===== src/rtl/ghr_ckpt_pkg.sv =====
// Shared branch-history definitions for the GHR checkpoint controller.
// Provides the history length, checkpoint depth/tag widths, the bus
// typedefs built from them, and the history shift helper.
package ghr_ckpt_pkg;

  localparam int unsigned GHR_WIDTH  = 5;
  localparam int unsigned CKPT_DEPTH = 8;
  localparam int unsigned CKPT_TAG_W = $clog2(CKPT_DEPTH);

  typedef logic [GHR_WIDTH-1:0]  ghr_bus_t;
  typedef logic [CKPT_TAG_W-1:0] ckpt_tag_t;
  // Pointer/count width carries one extra wrap bit to tell full from empty.
  typedef logic [CKPT_TAG_W:0]   ckpt_cnt_t;

  // Shift a direction into a history; callers pass only the bits that survive.
  function automatic ghr_bus_t ghr_push(input logic [GHR_WIDTH-2:0] keep, input logic dir);
    return {keep, dir};
  endfunction

endpackage


===== src/rtl/ghr_ckpt_ram.sv =====
// Checkpoint storage: DEPTH x WIDTH flop array, one synchronous write port
// and one asynchronous read port. Contents are not reset.
//   clk_i    clock
//   we_i     write enable
//   waddr_i  write index
//   wdata_i  write data
//   raddr_i  read index
//   rdata_o  read data (combinational)
module ghr_ckpt_ram #(
  parameter int unsigned DEPTH = 8,
  parameter int unsigned WIDTH = 4,
  parameter int unsigned AW    = 3
) (
  input  logic             clk_i,
  input  logic             we_i,
  input  logic [AW-1:0]    waddr_i,
  input  logic [WIDTH-1:0] wdata_i,
  input  logic [AW-1:0]    raddr_i,
  output logic [WIDTH-1:0] rdata_o
);

  logic [WIDTH-1:0] mem_q [DEPTH];

  always_ff @(posedge clk_i) begin
    if (we_i) begin
      mem_q[waddr_i] <= wdata_i;
    end
  end

  assign rdata_o = mem_q[raddr_i];

endmodule


===== src/rtl/ghr_ckpt_ctrl.sv =====
// Speculative global-history controller with per-branch checkpoints.
// ID shifts predictions into ghr_spec and checkpoints the pre-shift history;
// an EX mispredict restores from the checkpoint and squashes younger branches;
// commit maintains ghr_arch, which a flush copies back into ghr_spec.
//   clk, rst (sync, active-low)
//   pred_valid/pred_taken -> pred_ready, pred_tag   : ID prediction handshake
//   res_valid/res_tag/res_mispred/res_taken         : EX resolve
//   commit_valid/commit_taken                       : in-order retire
//   flush                                           : discard speculative state
//   ghr_spec, ghr_arch, ckpt_count                  : history / occupancy outputs
module ghr_ckpt_ctrl
  import ghr_ckpt_pkg::*;
(
  input  logic                  clk,
  input  logic                  rst,
  input  logic                  pred_valid,
  input  logic                  pred_taken,
  output logic                  pred_ready,
  output logic [CKPT_TAG_W-1:0] pred_tag,
  input  logic                  res_valid,
  input  logic [CKPT_TAG_W-1:0] res_tag,
  input  logic                  res_mispred,
  input  logic                  res_taken,
  input  logic                  commit_valid,
  input  logic                  commit_taken,
  input  logic                  flush,
  output logic [GHR_WIDTH-1:0]  ghr_spec,
  output logic [GHR_WIDTH-1:0]  ghr_arch,
  output logic [CKPT_TAG_W:0]   ckpt_count
);

  localparam ckpt_cnt_t CNT_ONE  = ckpt_cnt_t'(1);
  localparam ckpt_cnt_t CNT_FULL = ckpt_cnt_t'(CKPT_DEPTH);

  ckpt_cnt_t head_q, head_d, tail_q, tail_d, count;
  ghr_bus_t  spec_q, spec_d, arch_q, arch_d;
  ckpt_tag_t res_off;
  logic      res_live, mispred, accept, push, commit_ok;
  // The checkpoint MSB is always shifted out on restore, so it is never stored.
  logic [GHR_WIDTH-2:0] ckpt_rd;

  ghr_ckpt_ram #(
    .DEPTH (CKPT_DEPTH),
    .WIDTH (GHR_WIDTH-1),
    .AW    (CKPT_TAG_W)
  ) u_ram (
    .clk_i   (clk),
    .we_i    (push),
    .waddr_i (tail_q[CKPT_TAG_W-1:0]),
    .wdata_i (spec_q[GHR_WIDTH-2:0]),
    .raddr_i (res_tag),
    .rdata_o (ckpt_rd)
  );

  always_comb begin
    count      = tail_q - head_q;
    pred_ready = (count != CNT_FULL);
    accept     = pred_valid & pred_ready;
    // Live iff the tag's distance from head is below the occupancy.
    res_off    = res_tag - head_q[CKPT_TAG_W-1:0];
    res_live   = ({1'b0, res_off} < count);
    mispred    = res_valid & res_mispred & res_live;
    commit_ok  = commit_valid & (count != '0);
    head_d     = head_q + ckpt_cnt_t'(commit_ok);
    arch_d     = commit_ok ? ghr_push(arch_q[GHR_WIDTH-2:0], commit_taken) : arch_q;
    // A prediction coincident with flush or mispredict is wrong-path.
    push       = accept & ~flush & ~mispred;
    spec_d     = spec_q;
    tail_d     = tail_q;
    if (flush) begin
      spec_d = arch_d;
      tail_d = head_d;
    end else if (mispred) begin
      spec_d = ghr_push(ckpt_rd, res_taken);
      tail_d = head_q + {1'b0, res_off} + CNT_ONE;
    end else if (push) begin
      spec_d = ghr_push(spec_q[GHR_WIDTH-2:0], pred_taken);
      tail_d = tail_q + CNT_ONE;
    end
  end

  always_ff @(posedge clk) begin
    if (!rst) begin
      head_q <= '0;
      tail_q <= '0;
      spec_q <= '0;
      arch_q <= '0;
    end else begin
      head_q <= head_d;
      tail_q <= tail_d;
      spec_q <= spec_d;
      arch_q <= arch_d;
    end
  end

  assign pred_tag   = tail_q[CKPT_TAG_W-1:0];
  assign ghr_spec   = spec_q;
  assign ghr_arch   = arch_q;
  assign ckpt_count = count;

endmodule

===== config.mk =====
export PLATFORM = sky130hd
export DESIGN_NAME = ghr_ckpt_ctrl
export DESIGN_NICKNAME = d
export VERILOG_FILES = /design/src/rtl/ghr_ckpt_pkg.sv /design/src/rtl/ghr_ckpt_ram.sv /design/src/rtl/ghr_ckpt_ctrl.sv
export SDC_FILE = /design/constraint.sdc
export NUM_CORES = 1
export LEC_CHECK = 0
export BUFFER_PORTS_ARGS = -buffer_cell sky130_fd_sc_hd__buf_4
export CORE_MARGIN = 1
export CORE_UTILIZATION = 58
export DETAILED_ROUTE_END_ITERATION = 6
export GPL_ROUTABILITY_DRIVEN = 0
export PLACE_DENSITY = 0.84
export REMOVE_ABC_BUFFERS = 1
export SYNTH_ARGS = -nofsm -noshare
export SYNTH_HDL_FRONTEND = slang
export SYNTH_SLANG_ARGS = --single-unit

===== constraint.sdc =====
create_clock -name clk -period 5.6 [get_ports clk]
set_input_delay 1.68 -clock clk [delete_from_list [all_inputs] [get_ports clk]]
set_output_delay 1.68 -clock clk [all_outputs]
set_load 0.02 [all_outputs]

==> flow_metrics.py, run 1 <==
metrics = {
    "power_and_ir_drop": {
        "pwr-share-seq": 0.346,
        "total_power_w": 0.001501,
        "power.clock.fraction": 0.145,
        "power.density_cell_area_mw_per_mm2": 504.1,
        "internal_power_w": 0.0008726,
        "irDropWorstVdd_mv": 0.2888,
        "swShare": 0.4187,
        "comb_power_share": 0.508,
        "power.leakage_nw": 1.151,
        "power.net_switching_w": 0.0006284,
    },
    "place": {
        "port_buffers": 30,
        "dpl_cell_area_sq_mm": 0.002883,
        "hpwlAfterDp_um": 4011,
    },
    "clock_network": {
        "h-tree-depth": 2,
        "clk_transition_reported_paths_ps": 90,
        "post_cts_setup_buffer_count": 0,
        "cts_hold_buffers_added": 0,
        "numCtsBuffers": 5,
        "ctsResizeCount": 0,
        "clock_latency_ps": 310,
        "clock_tree_from_tritoncts": "built",
        "root_buffer": "clkbuf_8",
        "cts_num_sinks": 50,
        "cts.path.max_buffers": 2,
    },
    "finish": {
        "synthToLayoutAreaGrowth_pct": 12.37,
        "final_net_count": 259,
        "final_core_util": 0.6792,
        "fillers": 322,
        "final_cell_area_sq_mm": 0.002978,
        "layout_cell_share_with_drive_strength_beyond_1": 0.2759,
        "insertedDiodeCount": 0,
    },
    "timing": {
        "fin_crit_ps": 4607,
        "finalHoldViolations": 0,
        "timing.slew.headroom": 0.6206,
        "max_slew_violation_count": 0,
        "fin_worst_skew_ps": 11.38,
        "fmax_ghz": 0.2171,
        "fin_crit_sh": 0.8226,
        "summed_negative_setup_slack_over_all_endpoints_ps": 0,
        "worst_pin_slew_ps": 564.8,
        "setup_viol_count_final": 0,
        "hold-worst-slack_ps": 548.2,
        "grt_setup_unrepaired": "no",
    },
    "synthesis": {
        "synthDistinctLibCells": 47,
        "synthesis.area_sq_mm": 0.002650,
        "synth.yosys.warnings": 0,
        "synth.top_cell.area_share": 0.3626,
        "netlist.top_cell.by_area": "edfxtp_1",
        "seq_area_frac_synth": 0.4986,
        "post_synth_inst_count": 204,
        "synth.area.top_cells": "edfxtp_1, dfxtp_1, mux4_2, ha_1, mux2i_1",
        "synth_seq_cells": 50,
        "synth.avg_cell_area_sq_um": 12.99,
    },
    "die": {
        "placementRows": 24,
        "die_x_um": 69.60,
        "ioPinCount": 31,
        "fp.dieH_um": 69.60,
        "die_area_sq_mm": 0.004843,
        "floorplan.initialDensity": 0.6045,
        "core_area_sq_mm": 0.004384,
    },
    "critical_path": {
        "reg2reg_from": "head_q[0]",
        "critical_path.startpoint": "res_tag[0]",
        "critical_path_peak_fanout": 17,
        "critPathCaptureType": "flop",
        "regToRegSetupSlack_ps": 2090,
        "path_class": "input port to flop",
        "timing.critical_path.required_ps": 5550,
        "setup.worst_path.start_class": "input port",
        "critical_path_arrival_ps": 4560,
    },
    "drt": {
        "routed-via-count": 1642,
        "wl_um": 5159,
        "drt.antenna.violating_nets": 0,
        "dr.first_iter.drc_count": 117,
        "post-route-drc-count": 0,
        "wire_per_inst_um": 18.17,
        "drtPass1Iterations": 5,
        "vias_per_cell": 5.782,
    },
    "status": {
        "outcome": "completed",
    },
    "flow_run": {
        "timing.max_cap.violations": 0,
    },
    "worst_hold_path": {
        "worstHoldStart": "ghr_spec[4]",
        "hold_class": "flop to flop",
    },
    "global_route": {
        "gr_ovfl_total": 0,
        "global_route.usage.total": 0.2337,
        "global_route_wire_length_before_repair_um": 8569,
        "grt_start_max_net_pins": 20,
        "first_global_vias": 1651,
        "grt_antenna_before_repair": 0,
    },
}
[layout by cell type (no fill, tap or decap), types with 2 or more instances in the layout]
cell type,synthesis,final
a211oi_2,3,3
a21o_1,2,2
a21oi_1,5,5
a21oi_2,2,2
and2_1,5,5
buf_4,3,30
clkbuf_8,0,5
dfxtp_1,18,18
edfxtp_1,32,32
fa_1,3,3
ha_1,12,12
inv_1,14,14
inv_6,0,2
mux2i_1,8,8
mux4_2,8,8
nand2_1,7,7
nand2b_1,2,2
nand3_1,4,4
nor2_1,11,11
nor2b_1,8,8
nor3_1,7,7
nor3_2,2,2
o21a_1,2,2
o221a_1,5,5
o31ai_4,2,2
or3_1,2,2
xnor2_1,8,8
xor2_1,4,4
[routing by layer]
metal | routed length, um | part of all wire | global-route usage
met1 | 2425 | 0.47 | 0.3439
met2 | 2397 | 0.46 | 0.3592
met3 | 278 | 0.054 | 0.04360
met4 | 57 | 0.011 | 0.06122
met5 | 0 | 0 | 0
[worst max-delay path: stages]
cell and delay (ps):
buf_4 170, inv_1 90, ha_1 150, inv_1 50, fa_1 380, xnor2_1 190
xnor2_1 130, ha_1 300, o21a_1 110, a21oi_1 70, o311a_4 410, nor2_4 170
nand3_1 170, nor3_1 470
[final cells by class]
class | instances | area [sq um] | share of cell area
inverters | 14 | 52.55 | 0.01765
clock inverters | 3 | 26.28 | 0.008824
well taps | 52 | 65.06 | 0.02185
flip-flops and latches | 50 | 1321 | 0.4437
repair buffers | 30 | 225.2 | 0.07563
clock buffers | 5 | 68.82 | 0.02311
multi-input cells | 130 | 1219 | 0.4092
[worst paths after layout]
| check | to | cells past startpoint |
|---|---|---|
| worst max-delay path | u_ram.mem_q[0][1] | 14 |
| worst min register to register | ghr_spec[4] | 1 |
| worst min-delay path | ghr_spec[4] | 1 |
| worst max register to register | u_ram.mem_q[0][1] | 12 |
[per-stage QoR]
| step | setup WS [ps] | std cells |
|---|---|---|
| 6_report | 993.3 | 284 |
| 5_1_grt | 794.6 | 284 |
| 4_1_cts | 987.3 | 284 |
| 3_5_place_dp | 654.8 | 276 |
| 3_3_place_gp | 847.0 | 276 |
| 2_1_floorplan | 1200 | 194 |
[power groups by stage]
| stage | Clock, W | Sequential, W | Combinational (W) |
|---|---|---|---|
| global placement | 0 | 0.000526 | 0.000742 |
| floorplan | 0 | 0.000527 | 0.000531 |
| finish | 0.000218 | 0.000520 | 0.000763 |
| detailed placement | 0 | 0.000529 | 0.000759 |
| global route | 0.000234 | 0.000527 | 0.000832 |
| CTS | 0.000222 | 0.000520 | 0.000764 |
[cells by family (layout without fill, tap and decap cells)]
family | count (synthesis) | count (layout) | synth area share
and+or+nand+nor | 54 | 54 | 0.1128
buffers and inverters | 24 | 52 | 0.04155
adders and majority gates | 15 | 15 | 0.07932
AOI/OAI and AO/OA | 30 | 30 | 0.1138
xor gates and xnor gates | 13 | 13 | 0.04580
muxes | 18 | 18 | 0.1081
DFF | 50 | 50 | 0.4986
[synth_stat cells, drive strengths merged]
library cell and count:
edfxtp 32, dfxtp 18, inv 14, nor2 13, ha 12, nor3 9
xnor2 9, mux2i 8, mux4 8, nor2b 8, a21oi 7, nand2 7
and2 5, buf 5, clkbuf 5, nand3 5, o221a 5, a211oi 4
xor2 4, fa 3, a21o 2, a221oi 2, mux2 2, nand2b 2
o21a 2, o31ai 2, or3 2, a22oi 1, and3 1, and3b 1
nand3b 1, o2111ai 1, o21ai 1, o2bb2ai 1, o311a 1, o31a 1
[sequential cells by signal (all words and copies together) (netlist names)]
name         flops
u_ram.mem_q     32
ghr_arch         5
ghr_spec         5
head_q           4
tail_q           4
Power figures use the tool's default switching activity.
==> inputs of run 2 (changes only) <==
- clock period: 5.6 -> 4.4 ns (I/O delays scaled with it)
==> flow_metrics.py, run 2 (synthesis results as in run 1) <==
metrics = {
    "status": {
        "outcome": "completed",
    },
    "finish": {
        "mostFrequentLayoutCells": "buf_4, edfxtp_1, dfxtp_1",
        "final_net_count": 262,
        "insertedDiodeCount": 0,
        "final_cell_area_sq_mm": 0.003018,
        "number_of_flip_flops_under_the_largest_register_name": 32,
        "layout_cell_share_with_drive_strength_beyond_1": 0.2851,
        "most_frequent_standard_cell_in_the_layout_excluding_fill_and_tap_cells": "buf_4",
        "synthToLayoutAreaGrowth_pct": 13.88,
        "register_ranked_first_by_flip_flop_count": "u_ram.mem_q",
    },
    "power_and_ir_drop": {
        "total_power_w": 0.001960,
        "power.density_cell_area_mw_per_mm2": 649.5,
        "power.net_switching_w": 0.0007887,
        "irDropWorstVdd_mv": 0.3152,
        "power.clock.fraction": 0.164,
        "power.leakage_nw": 1.172,
        "pwr-share-seq": 0.338,
        "comb_power_share": 0.497,
        "internal_power_w": 0.001171,
        "swShare": 0.4023,
    },
    "critical_path": {
        "setup.worst_path.start_class": "input port",
        "path_class": "input port to flop",
        "crit_path_top_delay_cell": "fa_1",
        "timing.critical_path.required_ps": 4380,
        "critical_path_peak_fanout": 9,
        "crit_chain": "buf_4 > inv_1 > ha_1 > inv_1 > fa_1 > xnor2_1 > xnor2_1 > ha_1 > o21a_1 > a21oi_1 > o311a_4 > nor2_4 > nand3_1 > nor2_1",
        "critPathCaptureType": "flop",
        "worst_path_largest_cell_delay_ps": 370,
        "critical_path_arrival_ps": 3910,
    },
    "drt": {
        "routed-via-count": 1691,
        "wl_um": 5236,
        "dr.first_iter.drc_count": 158,
        "drtPass1Iterations": 4,
        "drt.antenna.violating_nets": 0,
        "post-route-drc-count": 0,
        "vias_per_cell": 5.892,
        "wire_per_inst_um": 18.24,
    },
    "timing": {
        "worst_pin_slew_ps": 499.0,
        "summed_negative_setup_slack_over_all_endpoints_ps": 0,
        "finalHoldViolations": 0,
        "fin_worst_skew_ps": 6.989,
        "fin_crit_ps": 3924,
        "max_slew_violation_count": 0,
        "grt_setup_unrepaired": "no",
        "fin_crit_sh": 0.8919,
        "timing.slew.headroom": 0.6674,
        "fmax_ghz": 0.2548,
        "setup_viol_count_final": 0,
    },
    "die": {
        "die_x_um": 69.60,
        "floorplan.initialDensity": 0.6045,
        "die_area_sq_mm": 0.004843,
        "ioPinCount": 31,
        "placementRows": 24,
        "core_area_sq_mm": 0.004384,
        "fp.dieH_um": 69.60,
    },
    "global_route": {
        "global_route.usage.total": 0.2336,
        "grt_start_max_net_pins": 20,
        "grt_antenna_before_repair": 0,
        "global_route_wire_length_before_repair_um": 8597,
        "gr_ovfl_total": 0,
        "first_global_vias": 1636,
    },
    "worst_hold_path": {
        "hold_class": "flop to flop",
    },
    "clock_network": {
        "cts_hold_buffers_added": 0,
        "clk_transition_reported_paths_ps": 90,
        "ctsResizeCount": 0,
        "numCtsBuffers": 5,
        "h-tree-depth": 2,
        "root_buffer": "clkbuf_8",
        "cts_num_sinks": 50,
        "cts.path.max_buffers": 2,
        "clock_tree_from_tritoncts": "built",
        "clock_latency_ps": 300,
        "post_cts_setup_buffer_count": 0,
    },
    "place": {
        "dpl_cell_area_sq_mm": 0.002905,
        "port_buffers": 30,
        "hpwlAfterDp_um": 3919,
    },
    "flow_run": {
        "timing.max_cap.violations": 0,
    },
}
[run 2: changes by cell type in the layout (fill, tap and decap cells not counted)]
cell        before  now
clkinv_4         1    0
bufinv_16        0    1
clkinvlp_2       0    1
inv_6            2    1
buf_4           30   33
[run 2: routing by layer]
metal	up-vias	wire, um	GRT usage
li1	808	-	-
met1	823	2460	0.3752
met2	56	2370	0.3323
met3	4	378	0.04506
met4	0	26	0.04082
met5	-	0	0
[run 2: power by group through the flow]
stage          sequential (W)  combinational, W  clock [W]
3_5_place_dp         0.000673          0.000971          0
3_3_place_gp         0.000672          0.000957          0
4_1_cts              0.000663          0.000978   0.000324
6_report             0.000663          0.000974   0.000322
2_1_floorplan        0.000671          0.000675          0
5_1_grt              0.000675           0.00106   0.000345
[run 2: path summary, 6_finish.rpt]
kind                             startpoint                end  slack [ps]  cells past startpoint
worst max register to register    head_q[0]  u_ram.mem_q[5][3]        1220                     11
worst min register to register  ghr_spec[4]        ghr_spec[4]         560                      1
worst max-delay path             res_tag[0]  u_ram.mem_q[5][3]         480                     14
worst min-delay path            ghr_spec[4]        ghr_spec[4]         560                      1
[run 2: final cells by class]
cell class,instances,area (sq um)
multi-input combinational,130,1219
timing repair buffer,33,247.7
sequential,50,1321
tap,52,65.06
inverter,14,52.55
clock buffer,5,68.82
fill,325,1366
clock inverter,3,43.79
[run 2: critical path: cells and delay by family]
family / cells / cell delay, ps
AO/OA/AOI/OAI: 3 / 500
buffers and inverters: 3 / 300
adder cells (fa/ha/maj): 3 / 790
XOR/XNOR: 2 / 300
AND/OR/NAND/NOR: 3 / 700
[run 2: stage by stage]
step / setup slack [ps] / util / hold slack (ps) / std cells
floorplan: 360.2 / - / 574.7 / 194
global placement: 224.9 / 0.6627 / 533.2 / 279
detailed placement: 153.4 / 0.6627 / 528.3 / 279
CTS: 471.8 / 0.6884 / 564.5 / 287
global route: 278.5 / 0.6884 / 593.7 / 287
finish: 475.7 / 0.6884 / 564.2 / 287
==> inputs of run 3 (changes only) <==
- CORE_UTILIZATION: 58 -> 62
- PLACE_DENSITY: 0.84 -> 0.89
- clock period: 4.4 -> 4.95 ns (I/O delays scaled with it)
==> flow_metrics.py, run 3 (synthesis results as in run 1) <==
metrics = {
    "global_route": {
        "gr_ovfl_total": 0,
        "global_route_wire_length_before_repair_um": 7948,
        "global_route.usage.total": 0.2494,
        "first_global_vias": 1610,
        "grt_antenna_before_repair": 0,
        "grt_start_max_net_pins": 20,
    },
    "critical_path": {
        "critical_path_peak_fanout": 17,
        "rr_endpoint": "u_ram.mem_q[1][0]",
        "critical_path_arrival_ps": 4320,
        "regToRegSetupSlack_ps": 1480,
        "timing.critical_path.required_ps": 4890,
        "critPathCaptureType": "flop",
        "crit_path_top_delay_cell": "nor3_1",
        "reg2reg_from": "head_q[0]",
        "cpLargestDelayFamily": "simple AND/OR/NAND/NOR gates",
        "worst_path_largest_cell_delay_ps": 500,
        "crit_chain": "buf_4 > inv_1 > ha_1 > inv_1 > fa_1 > xnor2_1 > xnor2_1 > ha_1 > o21a_1 > a21oi_1 > o311a_4 > nor2_4 > nand3_1 > nor3_1",
        "worstRegToRegCells": 11,
        "path_class": "input port to flop",
        "critPathBufInv": 3,
        "setup.worst_path.start_class": "input port",
    },
    "drt": {
        "wl_um": 5113,
        "vias_per_cell": 6.032,
        "post-route-drc-count": 0,
        "drt.antenna.violating_nets": 0,
        "dr.first_iter.drc_count": 104,
        "wire_per_inst_um": 18.13,
        "routed-via-count": 1701,
        "drtPass1Iterations": 4,
    },
    "finish": {
        "finalNonFillerCells": 282,
        "mostFrequentLayoutCells": "edfxtp_1, buf_4, dfxtp_1",
        "most_frequent_standard_cell_in_the_layout_excluding_fill_and_tap_cells": "edfxtp_1",
        "register_ranked_first_by_flip_flop_count": "u_ram.mem_q",
        "final_net_count": 259,
        "synthToLayoutAreaGrowth_pct": 12.28,
        "sequential_cell_area_sq_mm": 0.001321,
        "multiInputGateArea_sq_mm": 0.001219,
        "layout_cell_share_with_drive_strength_beyond_1": 0.2759,
        "number_of_flip_flops_under_the_largest_register_name": 32,
        "fillers": 281,
        "final_core_util": 0.7333,
        "insertedDiodeCount": 0,
    },
    "place": {
        "cell_total_after_placement": 274,
        "port_buffers": 30,
        "hpwlAfterDp_um": 3936,
    },
    "timing": {
        "hold-worst-slack_ps": 566.1,
        "fin_crit_ps": 4380,
        "finalHoldViolations": 0,
        "fin_worst_skew_ps": 7.669,
        "grt_setup_unrepaired": "no",
        "fmax_ghz": 0.2283,
        "timing.slew.headroom": 0.6029,
        "summed_negative_setup_slack_over_all_endpoints_ps": 0,
        "max_slew_violation_count": 0,
        "worst_pin_slew_ps": 591.0,
        "fin_crit_sh": 0.8848,
        "setup_viol_count_final": 0,
    },
    "power_and_ir_drop": {
        "pwr-share-seq": 0.345,
        "total_power_w": 0.001701,
        "power.density_cell_area_mw_per_mm2": 571.6,
        "power.leakage_nw": 1.151,
        "power.clock.fraction": 0.143,
        "swShare": 0.4195,
        "irDropWorstVdd_mv": 0.3437,
        "internal_power_w": 0.0009873,
        "power.net_switching_w": 0.0007135,
        "comb_power_share": 0.512,
    },
    "flow_run": {
        "timing.max_cap.violations": 0,
    },
    "clock_network": {
        "numCtsBuffers": 5,
        "ctsResizeCount": 0,
        "root_buffer": "clkbuf_8",
        "clock_latency_ps": 300,
        "cts_num_sinks": 50,
        "h-tree-depth": 2,
        "clk_transition_reported_paths_ps": 90,
        "cts.path.max_buffers": 2,
        "cts_hold_buffers_added": 0,
        "clock_tree_from_tritoncts": "built",
        "post_cts_setup_buffer_count": 0,
    },
    "worst_hold_path": {
        "hold_class": "flop to flop",
        "worst_hold_path_depth": 1,
        "worstHoldStart": "ghr_spec[4]",
        "whs_endpoint": "ghr_spec[4]",
    },
    "die": {
        "core_area_sq_mm": 0.004058,
        "ioPinCount": 31,
        "fp.dieH_um": 67.38,
        "floorplan.initialDensity": 0.6531,
        "placementRows": 23,
        "die_area_sq_mm": 0.004539,
        "die_x_um": 67.38,
    },
    "status": {
        "outcome": "completed",
    },
}
[run 3: how the worst max path moves through the flow]
stage | startpoint | cells past startpoint | to
6_report | res_tag[0] | 14 | u_ram.mem_q[1][0]
5_1_grt | res_tag[0] | 14 | u_ram.mem_q[1][0]
4_1_cts | res_tag[0] | 14 | u_ram.mem_q[1][0]
3_5_place_dp | res_tag[0] | 14 | u_ram.mem_q[1][2]
3_3_place_gp | res_tag[0] | 14 | u_ram.mem_q[0][1]
2_1_floorplan | res_tag[0] | 13 | u_ram.mem_q[1][0]
[run 3: power groups by stage]
stage	Combinational [W]	Clock, W	Sequential [W]
floorplan	0.000600	0	0.000596
global placement	0.000837	0	0.000593
detailed placement	0.000865	0	0.000597
CTS	0.000870	0.000246	0.000587
global route	0.000943	0.000261	0.000596
finish	0.000871	0.000243	0.000587
[run 3: cell type report]
class                           count  share of cell area
Clock inverter                      3            0.008831
Clock buffer                        5             0.02313
Tap cell                           50             0.02103
Multi-Input combinational cell    130              0.4096
Inverter                           14             0.01766
Timing Repair Buffer               30             0.07569
Sequential cell                    50              0.4441
[run 3: through the flow]
stage	cell area (sq um)	worst slack (ps)
6_report	2975	570.1
5_1_grt	2975	383.7
4_1_cts	2975	569.4
3_5_place_dp	2880	251.5
3_3_place_gp	2880	403.5
2_1_floorplan	2592	745.2
[run 3: metal layers]
| layer | up-vias | wire [um] | global-route usage | part of all wire |
|---|---|---|---|---|
| met5 | - | 0 | 0 | 0 |
| met4 | 0 | 34 | 0.05585 | 0.0066 |
| met3 | 6 | 445 | 0.05912 | 0.087 |
| met2 | 76 | 2380 | 0.3788 | 0.47 |
| met1 | 814 | 2252 | 0.3616 | 0.44 |
| li1 | 805 | - | - | - |
